$ cat src/rtl/spi_pkg.sv
// Shared definitions for the SPI master arbiter: FSM state encoding and
// default frame geometry.
package spi_pkg;

    typedef enum logic [2:0] {
        IDLE   = 3'd0,
        SELECT = 3'd1,
        SHIFT  = 3'd2,
        DONE   = 3'd3,
        GAP    = 3'd4
    } state_t;

    localparam int DEF_DATA_W     = 16;
    localparam int DEF_GAP_CYCLES = 2;

endpackage

$ cat src/rtl/rr_arbiter.sv
// Combinational round-robin pick: first set request at or after rr_ptr,
// wrapping modulo NUM_REQ.
module rr_arbiter #(
    parameter int NUM_REQ = 4,
    parameter int IDX_W   = $clog2(NUM_REQ)
) (
    input  logic [NUM_REQ-1:0] req,
    input  logic [IDX_W-1:0]   rr_ptr,
    output logic [NUM_REQ-1:0] winner,
    output logic [IDX_W-1:0]   winner_idx,
    output logic               valid
);

    int j;

    always_comb begin
        winner     = '0;
        winner_idx = '0;
        valid      = 1'b0;
        j          = 0;
        for (int i = 0; i < NUM_REQ; i++) begin
            j = (int'(rr_ptr) + i) % NUM_REQ;
            if (!valid && req[IDX_W'(j)]) begin
                valid              = 1'b1;
                winner[IDX_W'(j)]  = 1'b1;
                winner_idx         = IDX_W'(j);
            end
        end
    end

endmodule

$ cat src/rtl/spi_master_arb.sv
// Round-robin SPI frame sequencer sharing one cs/mosi/miso link among NUM_REQ
// requesters. Define SPI_MSB_FIRST_EN for MSB-first bit order (default LSB first).
module spi_master_arb
    import spi_pkg::*;
#(
    parameter int NUM_REQ    = 4,
    parameter int DATA_W     = DEF_DATA_W,
    parameter int GAP_CYCLES = DEF_GAP_CYCLES
) (
    input  logic                      clk,
    input  logic                      rst,
    input  logic [NUM_REQ-1:0]        req,
    input  logic [NUM_REQ*DATA_W-1:0] tx_data,
    output logic [NUM_REQ-1:0]        grant,
    output logic                      busy,
    output logic                      done,
    output logic [DATA_W-1:0]         rx_data,
    output logic                      cs,
    output logic                      mosi,
    input  logic                      miso
);

    localparam int IDX_W = $clog2(NUM_REQ);
    localparam int BIT_W = $clog2(DATA_W);
    localparam int CNT_W = $clog2(DATA_W) + 1;
    localparam int GAP_W = $clog2(GAP_CYCLES) + 1;

    state_t               state, state_nxt;
    logic [DATA_W-1:0]    tx_sh, rx_sh, rx_sh_nxt, sel_word;
    logic [CNT_W-1:0]     bit_cnt;
    logic [GAP_W-1:0]     gap_cnt;
    logic [IDX_W-1:0]     rr_ptr, arb_idx;
    logic [NUM_REQ-1:0]   arb_winner, grant_nxt;
    logic                 arb_valid;
    logic [BIT_W-1:0]     next_pos;
    logic                 cs_nxt, mosi_nxt, done_nxt, busy_nxt;

    rr_arbiter #(
        .NUM_REQ (NUM_REQ),
        .IDX_W   (IDX_W)
    ) u_arb (
        .req        (req),
        .rr_ptr     (rr_ptr),
        .winner     (arb_winner),
        .winner_idx (arb_idx),
        .valid      (arb_valid)
    );

    always_comb begin
        sel_word = '0;
        for (int i = 0; i < NUM_REQ; i++) begin
            if (arb_idx == IDX_W'(i)) sel_word = tx_data[i*DATA_W +: DATA_W];
        end
    end

    function automatic logic [BIT_W-1:0] bit_pos(input logic [BIT_W-1:0] k);
`ifdef SPI_MSB_FIRST_EN
        return BIT_W'(DATA_W - 1) - k;
`else
        return k;
`endif
    endfunction

    always_ff @(posedge clk) begin
        if (rst) state <= IDLE;
        else     state <= state_nxt;
    end

    always_comb begin
        state_nxt = state;
        case (state)
            IDLE:    if (arb_valid) state_nxt = SELECT;
            SELECT:  state_nxt = SHIFT;
            SHIFT:   if (bit_cnt == CNT_W'(DATA_W - 1)) state_nxt = DONE;
            DONE:    state_nxt = GAP;
            GAP:     if (gap_cnt == '0) state_nxt = IDLE;
            default: state_nxt = IDLE;
        endcase
    end

    // Outputs are computed from the upcoming state so every pin comes straight off a flop.
    always_comb begin
        next_pos  = (state == SHIFT) ? bit_cnt[BIT_W-1:0] + 1'b1 : '0;
        cs_nxt    = (state_nxt == SELECT) || (state_nxt == SHIFT);
        mosi_nxt  = (state_nxt == SHIFT) ? tx_sh[bit_pos(next_pos)] : 1'b0;
        done_nxt  = (state_nxt == DONE);
        busy_nxt  = (state_nxt != IDLE);
        grant_nxt = grant;
        if (state == IDLE)      grant_nxt = arb_valid ? arb_winner : '0;
        else if (state == DONE) grant_nxt = '0;
        rx_sh_nxt = rx_sh;
        if (state == SHIFT) rx_sh_nxt[bit_pos(bit_cnt[BIT_W-1:0])] = miso;
    end

    always_ff @(posedge clk) begin
        if (rst) begin
            grant   <= '0;
            busy    <= 1'b0;
            done    <= 1'b0;
            cs      <= 1'b0;
            mosi    <= 1'b0;
            rx_data <= '0;
            rx_sh   <= '0;
            tx_sh   <= '0;
            rr_ptr  <= '0;
            bit_cnt <= '0;
            gap_cnt <= '0;
        end else begin
            grant   <= grant_nxt;
            busy    <= busy_nxt;
            done    <= done_nxt;
            cs      <= cs_nxt;
            mosi    <= mosi_nxt;
            rx_sh   <= rx_sh_nxt;
            bit_cnt <= (state == SHIFT) ? bit_cnt + 1'b1 : '0;
            if (state == IDLE && arb_valid) begin
                tx_sh  <= sel_word;
                rr_ptr <= (arb_idx == IDX_W'(NUM_REQ - 1)) ? '0 : arb_idx + 1'b1;
            end
            // The final miso bit is folded in directly so rx_data is valid alongside done.
            if (state_nxt == DONE) rx_data <= rx_sh_nxt;
            if (state == DONE)
                gap_cnt <= GAP_W'(GAP_CYCLES - 1);
            else if (state == GAP && gap_cnt != '0)
                gap_cnt <= gap_cnt - 1'b1;
        end
    end

endmodule
$ cat config.mk
export PLATFORM = sky130hd
export DESIGN_NAME = spi_master_arb
export DESIGN_NICKNAME = d
export VERILOG_FILES = /design/src/rtl/spi_pkg.sv /design/src/rtl/rr_arbiter.sv /design/src/rtl/spi_master_arb.sv
export SDC_FILE = /design/constraint.sdc
export NUM_CORES = 1
export LEC_CHECK = 0
export ABC_AREA = 1
export CORE_ASPECT_RATIO = 0.8
export CORE_MARGIN = 8
export CORE_UTILIZATION = 54
export CTS_CLUSTER_DIAMETER = 50
export DETAILED_ROUTE_END_ITERATION = 12
export GPL_TIMING_DRIVEN = 0
export PLACE_DENSITY = 0.95
export SLEW_MARGIN = 20
export SYNTH_ARGS = -nofsm -noshare
export SYNTH_HDL_FRONTEND = slang
export SYNTH_SLANG_ARGS = --single-unit
$ cat constraint.sdc
create_clock -name clk -period 5.6 [get_ports clk]
set_input_delay 1.12 -clock clk [delete_from_list [all_inputs] [get_ports clk]]
set_output_delay 1.12 -clock clk [all_outputs]
set_load 0.03 [all_outputs]
### After elaboration in Yosys (flattened, before gate mapping)

Index checks and enable logic that the tools add are counted.

* $add $sub $neg: 7
* reductions and logical operators: 24
* bitwise logic cells: 5
* multiplexer cells: 53
* order comparisons: 11
* eq/ne operators: 11

Operator list (number)
* $mux 16: 5
* $mux 4: 8
* $mux 1: 20
* $bwmux 16: 1
* $lt 2x4->1 const B: 4
* $pmux 3 s5: 1
* $eq 3x2->1 const B: 4
* $or 4x4->4: 3
* $logic_and 1x1->1: 10
* $lt 4x5->1 const B: 2
* $mux 2: 5
* $mux 3: 3
* $bmux 1 s2: 4
* $demux 1 s2: 4
* $ge 2x1->1 const B: 4
* $eq 3x1->1 const B: 2
* $reduce_bool 2->1: 3
* $reduce_or 2->1: 3
* $add 5x1->5 const B: 1
* $eq 5x4->1 const B: 1
* $add 2x1->2 const B: 2
* $add 2x2->2 const B: 2
* $add 4x1->4 const B: 1
* $bmux 1 s4: 1
* other kinds (12): 17

* bits in registers: 68
* input bits: 71
* output and inout bits: 24
* word-level logic and storage cells: 124

### Longest topological paths before layout

Gate-level depths: netlist of the first run.

* word-level depth: 18
* gate-level depth with buffers: 22
* gate-level depth less buffers: 19

### Cells and area by module

Synthesis of the first run repeated with hierarchy kept, for this count alone.

* cell total of the unflattened synthesis: 597
* area, all modules: 4068.9 um^2

By module, submodules not included
* spi_master_arb: area an instance 3543.4 um^2, times used 1, seq. area each 1361.3 um^2, cells each 505
* rr_arbiter: area an instance 525.5 um^2, times used 1, seq. area each 0.0 um^2, cells each 92

### Least setup slack after synthesis of the first run

Ideal clock, no wire load.

* path type: input -> register
* from: input port req[1]
* to: register tx_sh[10]
* required time: 5.530 ns
* buffers on the path: 2
* arrival: 3.180 ns
* stages on the path: 20
* path slack: 2.351 ns
* library setup time: 0.070 ns
* path through: inv_1 -> nand2_1 -> nand3_2 -> nand2_4 -> nor2_1 -> inv_1 -> nand2_1 -> o21ai_0 -> a31oi_1 -> inv_1 -> ha_1 -> clkbuf_1 -> inv_1 -> buf_2 -> nand3_1 -> nand2_1 -> o21ai_0 -> nand2_1 -> o21ai_0 -> a21oi_1

* longest elaborated chain between the ends: 18
* elaborated cells on any way between the ends: 35
* classes of those cells: eq/ne: 3; mux: 24; reduce/logical: 8

Ends and longest elaborated chain
* start: declaration: RTL line spi_master_arb.sv:12 `input logic [NUM_REQ-1:0] req,`
* $bmux 1 s2: RTL line rr_arbiter.sv:23 `if (!valid && req[IDX_W'(j)]) begin`
* $mux 1 (implied by the code) (2 in series): RTL line rr_arbiter.sv:23
* $mux 1: RTL line rr_arbiter.sv:23
* $logic_not 1->1: RTL line rr_arbiter.sv:23
* $logic_and 1x1->1: RTL line rr_arbiter.sv:23
* $mux 1: RTL line rr_arbiter.sv:23
* $logic_not 1->1: RTL line rr_arbiter.sv:23
* $logic_and 1x1->1: RTL line rr_arbiter.sv:23
* $mux 1: RTL line rr_arbiter.sv:23
* $logic_not 1->1: RTL line rr_arbiter.sv:23
* $logic_and 1x1->1: RTL line rr_arbiter.sv:23
* $mux 2: RTL line rr_arbiter.sv:23
* $logic_not 2->1: RTL line spi_master_arb.sv:52 `if (arb_idx == IDX_W'(i)) sel_word = tx_data[i*DATA_W +: DATA_W];`
* $mux 16 (4 in series): RTL line spi_master_arb.sv:52
* end signal: assignment: RTL line spi_master_arb.sv:117 `tx_sh <= sel_word;`
* end: declaration: RTL line spi_master_arb.sv:29 `logic [DATA_W-1:0] tx_sh, rx_sh, rx_sh_nxt, sel_word;`

Several ways; a longest one is shown, not always the timed one. The select of a mux whose other input is x is not followed.
A chain may end at the register's enable or synchronous reset.

### Worst setup path after layout of the first run

* from: input port req[3]
* to: register tx_sh[11]

Same word-level chain as after synthesis.

==> reports/metrics.yaml, run 1 <==
status: "completed"
intPower_mw: 1.52
fin_util: 0.748
start_util: 0.561
grt_remaining_overflow: 0
worstSetupEndpointType: "flop"
post_cts_buffers: 0
dpl.hpwl_mm: 8.59
cts-buffers-inserted: 9
post_drt_wl_per_cell_um: 15.8
ir_drop_mv: 0.397
cp_slowest_stage_delay_ps: 480
die_h_um: 91.8
slew-limit-headroom: 0.606
gp_congestion: 0.907
drt_iter0_drc: 347
final_common_cell: "nand2_1"
synth_cell_types: 36
synth_area_leaders: "dfxtp_1, nand2_1, o21ai_0"
via_per_inst: 5.64
synth-seq-area-share: 0.351
hold_viol_final: 0
drc: 0
avgSynthCellArea_um2: 6.97
cts_tree: "yes"
clk_latency_ps: 350
fin_setup_tns_ps: 0
cts_hold_buffers: 0
drive_gt1_frac: 0.0690
clkSinkCount: 68
worstSetupStartpoint: "req[3]"
p_sw_frac: 0.498
drt_pre_antenna_iters: 7
worstSetupPathType: "input port to flop"
fp.coreArea_mm2: 0.00693
grt_pass1_wl_mm: 19.0
postRouteAntennaNets: 0
p_seq_frac: 0.207
p_sw_mw: 1.51
layout_common_cells: "nand2_1, clkdlybuf4s50_1, dfxtp_1"
tightest_slew_ps: 591
final.period_utilization: 0.720
via_count: 4255
ctsLongestPathBuffers: 2
dp_slack_ps: 1370
start_kind: "input port"
dieArea_mm2: 0.0102
htree_levels: 3
path_cells: "clkdlybuf4s50_1, inv_1, nand2_1, nand3_2, nand2_4, nor2_1, inv_1, nand2_1, o21ai_0, a31oi_1, inv_1, ha_1, clkbuf_1, inv_1, buf_2, nand3_1, nand2_1, o21ai_0, nand2_1, o21ai_0, a21oi_1"
antenna_found_initial: 0
synth_area_leader_cell: "dfxtp_1"
wirelength_mm: 11.9
r2r_cells: 21
layout_min_cycle_time_ps: 4030
cts_resized: 0
ioPinCount: 95
root_buffer: "clkbuf_8"
leakage_nw: 2.37
setup_viol: 0
synthesis.nets: 646
yosysWarnings: 0
numPortBuffers: 94
grt_max_degree: 14
path_depth: 21
worstHoldStart: "grant[3]"
dieWidth_um: 111
pwr_density_cell_mw_per_mm2: 586
clockPowerShare: 0.163
hold-path-cell-count: 2
crit_buf_inv: 7
final_max_slew_viol_count: 0
path_max_fanout: 10
skew_ps: 10.9
nets: 751
hold_slack_ps: 484
worst_slack_ps: 1570
required_ps: 5870
dpl-instance-area_mm2: 0.00493
area_growth_pct: 33.4
cp_slowest_cell: "clkdlybuf4s50_1"
synth-seq-cells: 68
max_freq_ghz: 0.248
synth_top_area_frac: 0.351
fin_area_mm2: 0.00518
hp-class: "flop to flop"
crit_arrival_ps: 4310
rsz0062_at_grt: "false"
rows: 27
p_comb_frac: 0.629
cp_top_family: "buffers and inverters"
synth_area_mm2: 0.00388
first_global_vias: 4100
n_antenna_cell: 0
grt_usage: 0.221
cap_violations: 0
crit-reg2reg-launch: "rr_ptr[1]"
syn_inst: 557
clk_pin_slew_ps: 80
## state kept, by name, summed over array words and instances, names as in the netlist
name,count
rx_sh,16
tx_sh,16
mosi,1
gap_cnt,2
rx_data,16
rr_ptr,2
bit_cnt,5
grant,4
done,1
cs,1
state,3
busy,1
## worst register-to-register path, delay by kind of cell (launching register included)
kind / cells / cell delay (ps)
adders and majority gates: 2 / 610
AOI/OAI and AO/OA: 5 / 710
DFF: 1 / 560
and+or+nand+nor: 7 / 680
buffers and inverters: 7 / 1220
## stage by stage
stage,instances,power [mW]
after CTS,754,3.00
after detailed placement,738,2.46
final,754,3.03
after global routing,754,3.28
after global placement,738,2.37
after floorplan,557,2.01
## metal layers
layer / wire, µm / up-vias / share of wire / track usage
li1: - / 2043 / - / -
met1: 4790 / 1965 / 0.40 / 0.250
met2: 5900 / 218 / 0.50 / 0.384
met3: 939 / 29 / 0.079 / 0.0612
met4: 274 / 0 / 0.023 / 0.0920
met5: 0 / - / 0 / 0
## power groups by stage
| stage | sequential (mW) | combinational (mW) | clock [mW] |
|---|---|---|---|
| after floorplan | 0.652 | 1.36 | 0 |
| after global placement | 0.631 | 1.74 | 0 |
| after detailed placement | 0.632 | 1.83 | 0 |
| after CTS | 0.625 | 1.87 | 0.498 |
| after global routing | 0.635 | 2.12 | 0.523 |
| final | 0.629 | 1.91 | 0.495 |
## final cells by class
| class | count | area (µm²) |
|---|---|---|
| buffer | 25 | 131 |
| clock buffer | 9 | 124 |
| clock inverter | 7 | 123 |
| fill | 490 | 1750 |
| inverter | 60 | 238 |
| multi-input combinational | 404 | 2150 |
| sequential | 68 | 1360 |
| tap | 87 | 109 |
| timing repair buffer | 94 | 941 |
## path summary, 6_finish.rpt
kind                                  end  slack, ps
worst max-delay path            tx_sh[11]       1570
worst min-delay path             grant[3]        480
worst max register to register  tx_sh[11]       1750
worst min register to register   grant[3]        480
## logic make-up (layout without fill, tap and decap cells)
| kind of cell | after synthesis | count (layout) | share of synthesized area |
|---|---|---|---|
| simple gates | 247 | 247 | 0.285 |
| compound gates | 122 | 122 | 0.168 |
| buf+inv | 85 | 195 | 0.0951 |
| flops | 68 | 68 | 0.351 |
| fa+ha+maj | 18 | 18 | 0.0580 |
| mux | 15 | 15 | 0.0387 |
| xor+xnor | 2 | 2 | 0.00451 |
## cells in the mapped netlist (all sizes together)
cell,count
a2111oi,1
a21oi,45
a31oi,1
a41oi,1
buf,8
clkbuf,17
clkinv,2
dfxtp,68
ha,18
inv,58
mux2i,15
nand2,126
nand3,47
nand3b,2
nand4,7
nor2,62
nor3,3
o211ai,8
o21ai,65
o21bai,1
xor2,2
(Power assumes the default switching activity.)
==> run 2, diff against run 1 <==
Settings changed: CORE_UTILIZATION 54 to 45, PLACE_DENSITY 0.95 to 0.86.
Clock period 5.6 ns to 3.3 ns, I/O delays scaled along.
==> run 2 against run 1 <==
Design area up 1.8%. Register-to-register slack got worse by 1500 ps. Sequential power grew 70%. Clock-buffer cell count is the same. Routed wire length down 6.1%. First-iteration DRC count shrank 31%. Clock skew barely moved. Critical path depth stayed put.
==> reports/metrics.yaml, run 2 (synthesized netlist as in run 1, its figures left out) <==
ir_drop_mv: 0.539  # +36%
clkSinkCount: 68  # unchanged
crit_arrival_ps: 3360  # -950 ps
worstSetupEndpointType: "flop"
pwr_density_cell_mw_per_mm2: 994  # +70%
postRouteAntennaNets: 0  # unchanged
layout_common_cells: "nand2_1, clkdlybuf4s50_1, dfxtp_1"
worst_slack_ps: 222  # -1340 ps
start_kind: "flop"
leakage_nw: 2.39  # +0.80%
clk_latency_ps: 360  # about the same
status: "completed"
drt_pre_antenna_iters: 5  # -2
grt_usage: 0.182  # -0.0391
dpl-instance-area_mm2: 0.00496  # +0.63%
first_global_vias: 4029  # -1.7%
final_common_cell: "nand2_1"
via_count: 4110  # -3.4%
finalPower_mw: 5.24  # +73%
cap_violations: 0  # unchanged
layout_min_cycle_time_ps: 3080
grt_max_degree: 17  # +3
post_drt_wl_per_cell_um: 14.3  # -9.2%
root_buffer: "clkbuf_8"
hold_slack_ps: 484  # -0.00100 ps
dieWidth_um: 120  # +8.2%
worstSetupPathType: "flop to flop"
reg_top3: "rx_data (16), rx_sh (16), tx_sh (16)"
gp_congestion: 0.867  # -4.4%
dieArea_mm2: 0.0119  # +17%
hp-class: "flop to flop"
setup_viol: 0  # unchanged
ioPinCount: 95  # unchanged
final_max_slew_viol_count: 0  # unchanged
antenna_found_initial: 0  # unchanged
nets: 752  # +0.13%
fin_area_mm2: 0.00527  # +1.8%
grt_remaining_overflow: 0  # unchanged
skew_ps: 11.2  # +0.326 ps
placedCellCount: 763  # +3.4%
cts-buffers-inserted: 9  # unchanged
path_max_fanout: 12  # +2
numPortBuffers: 94  # unchanged
cts_tree: "yes"
dpl.hpwl_mm: 8.21  # -4.4%
start_util: 0.460  # -0.101
slew-limit-headroom: 0.632  # +0.0265
rows: 30  # +11%
tightest_slew_ps: 552  # -39.7 ps
via_per_inst: 5.27  # -6.6%
drt_iter0_drc: 238  # -31%
final_cells: 780  # +3.4%
dp_slack_ps: -497  # -1860 ps
grt_pass1_wl_mm: 18.2  # -4.3%
area_growth_pct: 35.7
drc: 0  # unchanged
htree_levels: 3  # unchanged
hold_viol_final: 0  # unchanged
fin_setup_tns_ps: 0  # unchanged
die_h_um: 99.1  # +7.9%
fin_util: 0.624  # -0.124
drive_gt1_frac: 0.102  # +0.0328
clk_pin_slew_ps: 80  # about the same
n_antenna_cell: 0  # unchanged
fp.coreArea_mm2: 0.00845  # +22%
max_freq_ghz: 0.325
cts_hold_buffers: 0  # unchanged
ctsLongestPathBuffers: 2  # unchanged
wirelength_mm: 11.2  # -6.1%
required_ps: 3580  # -2290 ps
final.period_utilization: 0.933
[run 2: metal layers]
metal	vias up	track usage	routed length, µm	share of wire
met5	-	0	0	0
met4	0	0.0661	203	0.018
met3	25	0.0514	828	0.074
met2	166	0.310	5500	0.49
met1	1871	0.211	4650	0.42
li1	2048	-	-	-
[run 2: final cells by class]
type                            count  area [µm²]
Buffer                             20         121
Multi-Input combinational cell    404        2210
Timing Repair Buffer              100         986
Fill cell                         688        3180
Sequential cell                    68        1370
Clock buffer                        9         124
Tap cell                          112         140
Inverter                           60         240
Clock inverter                      7        80.1
[run 2: worst max-delay path, cell delays in order (launching register included)]
cell and delay, ps:
dfxtp_4 370, buf_6 150, inv_8 100, ha_2 320, inv_2 90, nand3_2 70, nand2_2 110, inv_2 80
nor2_8 160, nand2_1 90, nand2_1 120, xor2_2 220, nor2_4 80, inv_2 110, ha_4 200, clkbuf_4 210
a21oi_1 50, nand2_1 80, o21ai_0 80, nand2_1 70, o21ai_0 80, a21oi_1 170
[run 2: worst paths after layout]
kind             start  slack (ps)  cells after the start       end
max          rr_ptr[0]         220                     21  tx_sh[9]
min           grant[3]         480                      2  grant[3]
max reg2reg  rr_ptr[0]         220                     21  tx_sh[9]
min reg2reg   grant[3]         480                      2  grant[3]
[run 2: power breakdown]
part | internal (mW) | total (mW) | switching [mW]
clock network | 0.359 | 0.714 | 0.355
logic | 1.32 | 3.46 | 2.14
registers | 0.969 | 1.07 | 0.100
[run 2: repair_timing]
item	in CTS	in global routing
setup endpoints to repair	16	16
resized for setup	10	23
hold endpoints to repair	0	0
setup buffers	1	5
pin swaps	1	3
==> run 3, diff against run 2 <==
Settings changed: SETUP_SLACK_MARGIN set to 0.02.
==> run 3 against run 2 <==
Critical path depth fell by 1. Core utilization rose by 0.30 points. Power rose by 0.75%. Worst hold slack barely moved. Design area rose by 0.47%. Combinational power rose by 1%. Non-clock buffer count rose by 2. Sequential cell count did not move. Sequential power barely moved. Clock-buffer cell count did not move. Maximum frequency rose by 0.80%. Die area did not move. Largest cell class unchanged. Largest power group unchanged.
==> reports/metrics.yaml, run 3 (synthesized netlist as in run 1, its figures left out) <==
clk_pin_slew_ps: 80  # about the same
worstHoldEndpoint: "grant[3]"
status: "completed"
clk_latency_ps: 360  # about the same
dieArea_mm2: 0.0119  # unchanged
final_max_slew_viol_count: 0  # unchanged
worstHoldStart: "grant[3]"
final_cells: 782  # +0.26%
hold-path-cell-count: 2  # unchanged
hold_viol_final: 0  # unchanged
cp_top_family: "buffers and inverters"
worstSetupEndpointType: "flop"
dpl.hpwl_mm: 8.21  # unchanged
post_drt_wl_per_cell_um: 14.3  # -0.10%
finalPower_mw: 5.28  # +0.75%
grt_max_degree: 15  # -2
fin_area_mm2: 0.00530  # +0.47%
wirelength_mm: 11.2  # +0.15%
ctsLongestPathBuffers: 2  # unchanged
dpl-instance-area_mm2: 0.00496  # unchanged
leakage_nw: 2.41  # +0.78%
cap_violations: 0  # unchanged
gp_congestion: 0.867  # unchanged
required_ps: 3540  # -40 ps
path_max_fanout: 12  # unchanged
final_common_cell: "nand2_1"
drc: 0  # unchanged
fin_util: 0.627  # +0.00296
postRouteAntennaNets: 0  # unchanged
setup_viol: 0  # unchanged
worst_slack_ps: 246  # +24.3 ps
cp_slowest_cell: "dfxtp_4"
start_kind: "flop"
numPortBuffers: 94  # unchanged
grt_remaining_overflow: 0  # unchanged
cts-buffers-inserted: 9  # unchanged
placedCellCount: 763  # unchanged
layout_common_cells: "nand2_1, clkdlybuf4s50_1, dfxtp_1"
worstSetupPathType: "flop to flop"
crit-reg2reg-launch: "rr_ptr[0]"
area_growth_pct: 36.4
slew-limit-headroom: 0.625  # -0.00684
hold_slack_ps: 484  # +0.498 ps
grt_pass1_wl_mm: 18.2  # +0.42%
drive_gt1_frac: 0.101  # -0.000304
dp_slack_ps: -497  # unchanged
clkSinkCount: 68  # unchanged
antenna_found_initial: 0  # unchanged
ir_drop_mv: 0.576  # +6.8%
pwr_density_cell_mw_per_mm2: 997  # +0.28%
crit_arrival_ps: 3290  # -70 ps
reg_top3: "rx_data (16), rx_sh (16), tx_sh (16)"
die_h_um: 99.1  # unchanged
fp.coreArea_mm2: 0.00845  # unchanged
grt_usage: 0.182  # +0.000723
via_count: 4108  # -0.049%
drt_pre_antenna_iters: 5  # unchanged
dieWidth_um: 120  # unchanged
start_util: 0.460  # unchanged
cts_tree: "yes"
r2r_cells: 20  # -4.8%
final.period_utilization: 0.925  # -0.00738
crit_buf_inv: 7  # +1
hp-class: "flop to flop"
tightest_slew_ps: 562  # +10.3 ps
htree_levels: 3  # unchanged
nets: 754  # +0.27%
skew_ps: 12.9  # +1.65 ps
root_buffer: "clkbuf_8"
fin_setup_tns_ps: 0  # unchanged
layout_min_cycle_time_ps: 3050  # -24.3 ps
cp_slowest_stage_delay_ps: 380  # about the same
r2r_slack_ps: 250  # +20 ps
rows: 30  # unchanged
ioPinCount: 95  # unchanged
n_antenna_cell: 0  # unchanged
drt_iter0_drc: 254  # +6.7%
first_global_vias: 4059  # +0.74%
rr_endpoint: "tx_sh[7]"
path_cells: "buf_6, inv_8, ha_4, inv_2, nand3_2, nand2_2, inv_2, nor2_8, nand2_1, nand2_1, xor2_2, nor2_4, inv_2, ha_4, inv_1, clkbuf_4, o21ai_0, nand2_1, o21ai_0, a21oi_1"
max_freq_ghz: 0.327  # +0.80%
via_per_inst: 5.25  # -0.30%
path_depth: 20  # -4.8%
-- run 3: what timing repair did --
item / in CTS / in global routing
pin swaps: 1 / 3
setup buffers: 1 / 5
setup endpoints to repair: 16 / 16
hold buffers: 0 / 0
gates resized for setup: 12 / 20
-- run 3: layout make-up --
type	count	area, µm²
clock inverter	7	80.1
buffer	22	136
inverter	60	238
tap	112	140
clock buffer	9	124
multi-input combinational	404	2220
sequential	68	1370
fill	683	3150
timing repair buffer	100	988
-- run 3: metal layers --
layer  up-vias  share of wire  global-route usage
met5         -              0                   0
met4         0          0.024              0.0699
met3        30          0.065              0.0514
met2       157           0.49               0.311
met1      1874           0.42               0.212
li1       2047              -                   -
-- run 3: worst register-to-register path: stages (launching register included) --
cell	delay, ps
dfxtp_4	380
buf_6	160
inv_8	70
ha_4	270
inv_2	80
nand3_2	70
nand2_2	110
inv_2	80
nor2_8	160
nand2_1	90
nand2_1	110
xor2_2	220
nor2_4	80
inv_2	110
ha_4	190
inv_1	110
clkbuf_4	190
o21ai_0	190
nand2_1	70
o21ai_0	100
a21oi_1	90
-- run 3: how the worst max path moves through the flow --
stage	from	end	slack, ps
after floorplan	rr_ptr[0]	tx_sh[10]	260
after global placement	req[3]	tx_sh[7]	-350
after detailed placement	req[3]	tx_sh[5]	-500
after CTS	rr_ptr[0]	tx_sh[5]	30
after global routing	rr_ptr[0]	tx_sh[9]	-1
final	rr_ptr[0]	tx_sh[7]	250
-- run 3: report_power, final --
| part | total [mW] | leakage, nW | switching, mW | internal, mW |
|---|---|---|---|---|
| Combinational | 3.50 | 1.76 | 2.15 | 1.35 |
| Sequential | 1.07 | 0.555 | 0.100 | 0.969 |
| Clock | 0.714 | 0.0973 | 0.355 | 0.359 |
